`src/rtl/link_defs_pkg.sv`:
```
// ---------------------------------------------------------------------------
// link_defs_pkg
// Definitions shared by both ends of the serial link. The transmit-side idle
// inserter and the receive-side deserializer use the same COM symbol.
//   LINK_WIDTH : byte width carried over the link
//   LINK_COM   : idle / comma symbol used for byte alignment
//   rx_state_t : receiver alignment state encoding
// ---------------------------------------------------------------------------
package link_defs_pkg;

  localparam int         LINK_WIDTH = 8;
  localparam logic [7:0] LINK_COM   = 8'hBC;

  typedef enum logic [1:0] {
    SEARCH   = 2'd0,
    ALIGNING = 2'd1,
    LOCKED   = 2'd2
  } rx_state_t;

  // True when a received byte is the idle symbol.
  function automatic logic is_com(input logic [7:0] b, input logic [7:0] com);
    return (b == com);
  endfunction

endpackage

```
`src/rtl/serial_to_parallel_rx_shift_in_reg.sv`:
```
// ---------------------------------------------------------------------------
// shift_in_reg
// WIDTH-bit MSB-first shift register. The value the register will hold after
// the current edge is exposed combinationally as nxt, so the FSM can act on a
// complete byte at the very edge that samples its last bit.
// Ports:
//   clk      : rising-edge clock
//   reset_L  : synchronous active-low reset (clears the register)
//   data_in  : serial bit
//   nxt      : {current contents without MSB, data_in}
// ---------------------------------------------------------------------------
module shift_in_reg #(
  parameter int WIDTH = 8
) (
  input  logic             clk,
  input  logic             reset_L,
  input  logic             data_in,
  output logic [WIDTH-1:0] nxt
);

  logic [WIDTH-1:0] sr;

  // Incoming bit enters at the LSB; older bits move toward the MSB.
  always_comb begin
    nxt = {sr[WIDTH-2:0], data_in};
  end

  // Shift register update.
  always_ff @(posedge clk) begin
    if (!reset_L) begin
      sr <= {WIDTH{1'b0}};
    end else begin
      sr <= nxt;
    end
  end

endmodule

```
`src/rtl/serial_to_parallel_rx.sv`:
```
// ---------------------------------------------------------------------------
// serial_to_parallel_rx
// Deserializes an MSB-first bit stream on dclk. Hunts for the COM symbol at
// bit granularity, confirms alignment over COM_LOCK consecutive aligned COMs,
// then delivers every byte with a one-cycle strobe. Alignment is frozen once
// locked; only reset releases it.
// Ports:
//   dclk        : serial bit clock, all logic on the rising edge
//   reset_L     : synchronous active-low reset
//   data_in     : serial bit, MSB of each byte first
//   data_out    : last received byte, held between strobes
//   valid_out   : 1 for a data byte, 0 for a COM idle byte, held
//   byte_strobe : one-dclk pulse when data_out/valid_out update
//   active      : high while locked
// ---------------------------------------------------------------------------
module serial_to_parallel_rx
  import link_defs_pkg::*;
#(
  parameter int             WIDTH    = LINK_WIDTH,
  parameter logic [WIDTH-1:0] COM    = WIDTH'(LINK_COM),
  parameter int             COM_LOCK = 4
) (
  input  logic             dclk,
  input  logic             reset_L,
  input  logic             data_in,
  output logic [WIDTH-1:0] data_out,
  output logic             valid_out,
  output logic             byte_strobe,
  output logic             active
);

  localparam int               CNT_W    = $clog2(WIDTH);
  localparam logic [CNT_W-1:0] LAST_BIT = CNT_W'(WIDTH - 1);
  localparam logic [3:0]       LOCK_CNT = 4'(COM_LOCK);

  rx_state_t        state, state_nxt;
  logic [CNT_W-1:0] bit_cnt, bit_cnt_nxt;
  logic [3:0]       com_cnt, com_cnt_nxt;
  logic [WIDTH-1:0] data_nxt;
  logic             valid_nxt;
  logic             strobe_nxt;
  logic             active_nxt;

  logic [WIDTH-1:0] nxt;
  logic             nxt_is_com;
  logic             at_boundary;
  logic [CNT_W-1:0] bit_wrap;
  logic [3:0]       com_inc;

  shift_in_reg #(
    .WIDTH (WIDTH)
  ) u_shift_in_reg (
    .clk     (dclk),
    .reset_L (reset_L),
    .data_in (data_in),
    .nxt     (nxt)
  );

  // Helper terms shared by the FSM branches.
  always_comb begin
    nxt_is_com  = (nxt == COM);
    at_boundary = (bit_cnt == LAST_BIT);
    bit_wrap    = at_boundary ? {CNT_W{1'b0}} : (bit_cnt + CNT_W'(1));
    com_inc     = com_cnt + 4'd1;
  end

  // Next-state and next-output logic.
  always_comb begin
    state_nxt   = state;
    bit_cnt_nxt = bit_cnt;
    com_cnt_nxt = com_cnt;
    data_nxt    = data_out;
    valid_nxt   = valid_out;
    strobe_nxt  = 1'b0;
    active_nxt  = active;
    case (state)
      SEARCH: begin
        // Any bit position may start a byte; the match edge becomes bit 7.
        if (nxt_is_com) begin
          bit_cnt_nxt = {CNT_W{1'b0}};
          com_cnt_nxt = 4'd1;
          if (COM_LOCK == 1) begin
            state_nxt  = LOCKED;
            active_nxt = 1'b1;
          end else begin
            state_nxt = ALIGNING;
          end
        end else begin
          bit_cnt_nxt = {CNT_W{1'b0}};
        end
      end
      ALIGNING: begin
        bit_cnt_nxt = bit_wrap;
        if (at_boundary) begin
          if (nxt_is_com) begin
            com_cnt_nxt = com_inc;
            if (com_inc == LOCK_CNT) begin
              state_nxt  = LOCKED;
              active_nxt = 1'b1;
            end else begin
              state_nxt = ALIGNING;
            end
          end else begin
            com_cnt_nxt = 4'd0;
            state_nxt   = SEARCH;
          end
        end else begin
          state_nxt = ALIGNING;
        end
      end
      LOCKED: begin
        // Alignment is frozen; straddling COM patterns are just data bits.
        bit_cnt_nxt = bit_wrap;
        if (at_boundary) begin
          data_nxt   = nxt;
          valid_nxt  = !is_com(8'(nxt), 8'(COM));
          strobe_nxt = 1'b1;
        end else begin
          strobe_nxt = 1'b0;
        end
      end
      default: begin
        state_nxt   = SEARCH;
        bit_cnt_nxt = {CNT_W{1'b0}};
        com_cnt_nxt = 4'd0;
        active_nxt  = 1'b0;
      end
    endcase
  end

  // State, counters and registered outputs; reset wins in every state.
  always_ff @(posedge dclk) begin
    if (!reset_L) begin
      state       <= SEARCH;
      bit_cnt     <= {CNT_W{1'b0}};
      com_cnt     <= 4'd0;
      data_out    <= {WIDTH{1'b0}};
      valid_out   <= 1'b0;
      byte_strobe <= 1'b0;
      active      <= 1'b0;
    end else begin
      state       <= state_nxt;
      bit_cnt     <= bit_cnt_nxt;
      com_cnt     <= com_cnt_nxt;
      data_out    <= data_nxt;
      valid_out   <= valid_nxt;
      byte_strobe <= strobe_nxt;
      active      <= active_nxt;
    end
  end

endmodule
```
`config.mk`:
```
export PLATFORM = sky130hd
export DESIGN_NAME = serial_to_parallel_rx
export DESIGN_NICKNAME = d
export VERILOG_FILES = /design/src/rtl/link_defs_pkg.sv /design/src/rtl/serial_to_parallel_rx_shift_in_reg.sv /design/src/rtl/serial_to_parallel_rx.sv
export SDC_FILE = /design/constraint.sdc
export NUM_CORES = 1
export LEC_CHECK = 0
export BUFFER_PORTS_ARGS = -buffer_cell sky130_fd_sc_hd__buf_2
export CAP_MARGIN = 20
export CORE_ASPECT_RATIO = 1.1
export CORE_UTILIZATION = 35
export DETAILED_ROUTE_END_ITERATION = 8
export PLACE_DENSITY = 0.55
export REMOVE_ABC_BUFFERS = 1
export SLEW_MARGIN = 10
export SYNTH_ARGS = -nofsm -noshare
export SYNTH_HDL_FRONTEND = slang
export SYNTH_SLANG_ARGS = --single-unit
```
`constraint.sdc`:
```
create_clock -name dclk -period 2 [get_ports dclk]
set_input_delay 0.4 -clock dclk [delete_from_list [all_inputs] [get_ports dclk]]
set_output_delay 0.4 -clock dclk [all_outputs]
set_load 0.02 [all_outputs]
```
==> impl_metrics.csv, run 1 <==
group,metric,value,unit
cts,post_cts_resized,0,
floorplan,die_w,57.57,um
timing,setup_viol,0,
synth,synth_largest_area_cell,"dfxtp_1",
final_layout,drive_gt1_share,17.52,%
global_routing,use_met2,21.66,%
timing,max_slew_margin,75.03,%
floorplan,num_io_pins,14,
pwr,ir_drop,0.3001,mV
cts,numCtsBuffers,3,
global_routing,grt_pass1_vias,849,
global_routing,grt_pass1_wl,3760,um
routing,firstDrtPassIters,4,
timing,skew,0.01189,ns
setup_path,critPathKind,"reg2reg",
synth,synthSimpleGateAreaFrac,26.00,%
setup_path,critPathRequiredTime,2.26,ns
synth,yosysTopAreaCellShare,45.47,%
floorplan,placeableCoreArea,3127,um^2
routing,drt_wl_total,2131,um
synth,ys_types,39,
cts,cts_setup_buffers,0,
synth,synthFlopType,"dfxtp_1",
timing,rsz0062_at_grt,"false",
global_routing,grt_max_degree,17,
cts,cts_hold_buf,0,
cts,clkTransAtPathRegs,0.14,ns
cts,ctsRootBufferMaster,"clkbuf_4",
timing,drv_slew,0,
setup_path,worst-path-buf-inv,0,
final_layout,fin_area,1301,um^2
global_routing,antenna_found_initial,0,
synth,synth_fa_ha_area_share,7.368,%
global_routing,grt_use_met1,17.52,%
timing,hold_viol,0,
synth,synthArstFlopShare,0,%
synth,synth_top_family_by_area,"simple AND/OR/NAND/NOR gates",
setup_path,slowest_delay,0.39,ns
global_routing,grtUsageMet3,2.464,%
routing,route.detailed.wl_per_inst,12.46,um
cts,clock-sinks,27,
synth,synth_xor_area_share,0,%
final_layout,final_nets,148,
placed_design,placed_area,1275,um^2
synth,syn_inst,123,
synth,synth-seq-cells,27,
setup_path,cp-end-kind,"flop",
setup_path,crit_arrival,2.09,ns
setup_path,worstSetupStartpointType,"flop",
cts,worstSkewPairLatency,0.32,ns
pwr,total_leakage_power,0.5324,nW
pwr,power_density,606.8,nW/um^2
cts,cts_max_path_buffers,2,
synth,mappedNetlistArea,1189,um^2
placed_design,place.gp.congestion,0.7384,
cts,cts_max_level,1,
timing,finalSetupTns,0,ns
routing,drt_drc_violations_left,0,
cts,tritoncts,"built",
routing,ant_nets,0,
placed_design,place_hpwl,1617,um
hold_path,min_path_type,"in2reg",
synth,synth_edf_count,0,
synth,synthTopCellsByArea,"dfxtp_1 45%, ha_1 7.4%, nand2_1 6.9%",
floorplan,die_y,63.12,um
floorplan,dieArea,3634,um^2
setup_path,path_cells,"ha_1 -> ha_1 -> nor2b_1 -> or3_1 -> or3_1 -> o22ai_1",
setup_path,cp_top_family,"simple AND/OR/NAND/NOR gates",
synth,avgSynthCellArea,9.664,um^2
flow_run,drv_cap,0,
synth,ys_warn_count,0,
floorplan,initial_core_util,38.02,%
setup_path,cp_slowest_cell,"or3_1",
synth,synth_mux_area_share,0.8421,%
routing,initialDrtViolationCount,15,
placed_design,io_buffers,13,
synth,seq_area_frac_synth,45.47,%
routing,vias,885,
global_routing,grt_overflow,0,
timing,max_freq,546.3,MHz
timing,min_period,1.830,ns
final_layout,layout-area-overhead-vs-synth,9.474,%
status,outcome,"complete, no violations",
setup_path,path_max_fanout,8,
routing,vias_per_cell,5.175,
global_routing,busiest_layer,"met2",
timing,worstMarginPinSlew,0.3723,ns
synth,synth_compound_area_share,16.00,%
global_routing,track_usage,13.33,%
final_layout,antenna_cells,0,
floorplan,num_rows,21,
timing,finalCritPeriodShare,91.52,%
[worst register-to-register path: stages, from the launching register on]
cell	delay, ns
dfxtp_1	0.37
ha_1	0.15
ha_1	0.27
nor2b_1	0.11
or3_1	0.36
or3_1	0.39
o22ai_1	0.12
[Yosys cell counts (all sizes together) (2+ instances only)]
cell	count
or3	2
nand2	22
nand3	3
nand2b	2
or2	2
a31o	2
dfxtp	27
clkbuf	3
buf	2
ha	7
nor2b	2
a21boi	8
nand4	2
o22ai	4
and2	11
inv	4
[state kept, by name (all words and copies together) (netlist names)]
register           cells
byte_strobe            1
com_cnt                4
u_shift_in_reg.sr      7
bit_cnt                3
data_out               8
state                  2
active                 1
valid_out              1
[worst paths after layout]
path               from              endpoint  slack (ns)  cells after the start
max          bit_cnt[0]                active        0.17                      6
min             data_in  u_shift_in_reg.sr[0]        0.35                      2
max reg2reg  bit_cnt[0]                active        0.17                      6
min reg2reg  bit_cnt[0]            bit_cnt[0]        0.45                      1
[cell usage in the layout (no fill, tap or decap), types with 2 or more instances in the layout]
master	Yosys	final
clkbuf_4	0	3
a31o_1	2	2
buf_4	0	2
o22ai_1	4	4
buf_2	1	13
nand2b_1	2	2
dfxtp_1	27	27
nand3_1	3	3
a21boi_0	8	8
nand2_1	22	22
nor2b_1	2	2
and2_1	10	10
or3_1	2	2
ha_1	7	7
or2_2	2	2
inv_1	4	4
[where the power goes]
part | internal [mW] | switching [mW]
clock | 0.0779 | 0.150
sequential | 0.541 | 0.00267
combinational | 0.00765 | 0.00991
total | 0.627 | 0.163
[layer usage]
layer	up-vias	share of wire, %
met1	416	47
met2	11	49
met4	0	1.0
met3	2	2.4
met5	-	0
li1	456	-
[cells by family (layout without fill, tap and decap cells)]
group | Yosys count | after routing
flip-flops | 27 | 27
adder cells (fa/ha/maj) | 7 | 7
AND/OR/NAND/NOR | 54 | 54
multiplexers | 1 | 1
AO/OA/AOI/OAI | 25 | 25
buffers and inverters | 9 | 23
[layout make-up]
cell class / instances / area (um^2)
clock buffers: 4 / 26.28
fillers: 311 / 1826
inverters: 4 / 15.01
multi-input cells: 87 / 596.8
flip-flops and latches: 27 / 540.5
well taps: 34 / 42.54
repair buffers: 15 / 80.08
[through the flow]
stage / hold WS (ns) / instances / power, mW / setup WS (ns) / utilization (%)
final: 0.3518 / 171 / 0.7896 / 0.1696 / 41.62
after global routing: 0.3429 / 171 / 0.8271 / 0.02945 / 41.62
after CTS: 0.3355 / 171 / 0.8029 / 0.1494 / 41.62
after detailed placement: 0.4395 / 167 / 0.5734 / 0.1817 / 40.78
after global placement: 0.4169 / 167 / 0.5734 / 0.2022 / 40.78
after floorplan: 0.4052 / 118 / 0.5611 / 0.3670 / -
Note: power is estimated with default switching activity, not from simulation.
==> run 2, diff against run 1 <==
--- a/config.mk
+++ b/config.mk
@@ -7,10 +7,12 @@
 export LEC_CHECK = 0
 export BUFFER_PORTS_ARGS = -buffer_cell sky130_fd_sc_hd__buf_2
 export CAP_MARGIN = 20
+export CELL_PAD_IN_SITES_DETAIL_PLACEMENT = 0
+export CELL_PAD_IN_SITES_GLOBAL_PLACEMENT = 2
 export CORE_ASPECT_RATIO = 1.1
 export CORE_UTILIZATION = 35
 export DETAILED_ROUTE_END_ITERATION = 8
-export PLACE_DENSITY = 0.55
+export PLACE_DENSITY = 0.79
 export REMOVE_ABC_BUFFERS = 1
 export SLEW_MARGIN = 10
 export SYNTH_ARGS = -nofsm -noshare
==> run 2 against run 1 <==
  * Sequential power about the same
  * Critical path depth unchanged
  * Via count up 0.56%
  * Fmax up 0.49%
  * Flip-flop and latch count unchanged
  * Clock skew down 0.0091 ns
  * Power up 1.3%
  * Sequential share of layout area down 0.36 points
  * Final cell count up 0.58%
==> impl_metrics.csv, run 2 (synthesis gave the netlist of run 1 again) <==
group,metric,value,unit
setup_path,critPathKind,"reg2reg",
floorplan,die_w,57.57,um
cts,ctsRootBufferMaster,"clkbuf_4",
timing,skew,0.002833,ns
global_routing,busiest_layer,"met2",
final_layout,final_common_cell,"dfxtp_1",
timing,worstMarginPinSlew,0.3369,ns
routing,vias,890,
cts,clkTransAtPathRegs,0.15,ns
routing,firstDrtPassIters,4,
final_layout,antenna_cells,0,
pwr,total_leakage_power,0.5361,nW
cts,cts_setup_buffers,0,
setup_path,critPathRequiredTime,2.26,ns
setup_path,cp_slowest_cell,"or3_1",
timing,hold_viol,0,
pwr,clkPwrFrac,29.6,%
floorplan,dieArea,3634,um^2
floorplan,placeableCoreArea,3127,um^2
pwr,power.internal,626.6,uW
timing,max_slew_margin,77.45,%
global_routing,antenna_found_initial,0,
floorplan,num_rows,21,
global_routing,grtUsageMet3,1.848,%
cts,clock-sinks,27,
global_routing,grt_pass1_vias,848,
pwr,power_density,609.2,nW/um^2
timing,max_freq,549.0,MHz
setup_path,path_cells,"ha_1 -> ha_1 -> nor2b_1 -> or3_1 -> or3_1 -> o22ai_1",
pwr,seq_power_share,68.0,%
placed_design,placed_area,1282,um^2
pwr,switchingPower,173.1,uW
cts,tritoncts,"built",
setup_path,slowest_delay,0.40,ns
placed_design,io_buffers,13,
setup_path,cp_top_family,"simple AND/OR/NAND/NOR gates",
global_routing,grt_overflow,0,
setup_path,path_max_fanout,8,
cts,cts_hold_buf,0,
pwr,p_comb_share,2.4,%
global_routing,grt_pass1_wl,3698,um
global_routing,grt_use_met1,17.96,%
final_layout,layout-area-overhead-vs-synth,10.42,%
final_layout,regMostFlops,"data_out",
routing,drt_wl_total,2061,um
setup_path,worst-path-buf-inv,0,
timing,rsz0062_at_grt,"false",
global_routing,use_met2,19.91,%
routing,initialDrtViolationCount,14,
setup_path,crit_arrival,2.08,ns
global_routing,track_usage,13.08,%
final_layout,final_nets,149,
final_layout,fin_area,1313,um^2
floorplan,num_io_pins,14,
final_layout,largest_register_ffs,8,
routing,ant_nets,0,
cts,post_cts_resized,0,
timing,min_period,1.821,ns
routing,route.detailed.wl_per_inst,11.98,um
final_layout,layout_common_cells,"27 x dfxtp_1, 22 x nand2_1, 13 x buf_2, 10 x and2_1, 8 x a21boi_0",
global_routing,grt_max_degree,17,
timing,setup_viol,0,
final_layout,drive_gt1_share,18.84,%
floorplan,die_y,63.12,um
cts,cts_max_level,1,
cts,cts_max_path_buffers,2,
setup_path,worstSetupStartpointType,"flop",
placed_design,place_hpwl,1622,um
routing,drt_drc_violations_left,0,
cts,numCtsBuffers,3,
floorplan,initial_core_util,38.02,%
cts,worstSkewPairLatency,0.32,ns
setup_path,cp-end-kind,"flop",
timing,drv_slew,0,
hold_path,min_path_type,"in2reg",
placed_design,place.gp.congestion,0.7797,
routing,vias_per_cell,5.174,
timing,finalSetupTns,0,ns
timing,finalCritPeriodShare,91.07,%
final_layout,reg_top3,"data_out: 8 flops, u_shift_in_reg.sr: 7 flops, com_cnt: 4 flops",
status,outcome,"complete, no violations",
pwr,ir_drop,0.3791,mV
pwr,power.share.switching,21.65,%
flow_run,drv_cap,0,
final_layout,nFillCells,331,
[run 2: changes by cell type in the layout (fill, tap and decap cells not counted)]
cell and change:
clkinvlp_4 +1, clkbuf_1 -1, buf_4 +1
[run 2: worst paths after layout]
path	startpoint	to	slack (ns)	depth (start not counted)
setup reg to reg	bit_cnt[0]	active	0.18	6
setup / recovery	bit_cnt[0]	active	0.18	6
hold reg to reg	bit_cnt[0]	bit_cnt[0]	0.45	1
hold / removal	data_in	u_shift_in_reg.sr[0]	0.34	2
[run 2: final cells by class]
type,instances,area (um^2),share of cell area (%)
clock buffer,3,22.52,1.716
clock inverter,1,7.507,0.5720
inverter,4,15.01,1.144
multi-input combinational,87,596.8,45.47
sequential,27,540.5,41.18
tap,34,42.54,3.241
timing repair buffer,16,87.58,6.673
[run 2: metrics by stage]
stage	setup slack (ns)	power [mW]	utilization (%)	hold WS, ns	instances
floorplan	0.3670	0.5611	-	0.4052	118
global placement	0.2049	0.5747	41.02	0.4158	168
detailed placement	0.1962	0.5752	41.02	0.4285	168
CTS	0.1669	0.8163	41.98	0.3228	172
global route	0.005260	0.8422	41.98	0.3197	172
finish	0.1786	0.7996	41.98	0.3409	172
[run 2: power by group through the flow]
stage	registers [mW]	clock network, mW	logic (mW)
2_1_floorplan	0.555	0	0.00620
3_5_place_dp	0.556	0	0.0196
6_report	0.544	0.236	0.0194
4_1_cts	0.544	0.253	0.0195
5_1_grt	0.545	0.276	0.0212
3_3_place_gp	0.556	0	0.0192
[run 2: routing by layer]
metal / wire length, um / vias to the layer above
met5: 0 / -
met4: 21 / 0
met3: 42 / 2
li1: - / 461
met2: 987 / 9
met1: 1009 / 418
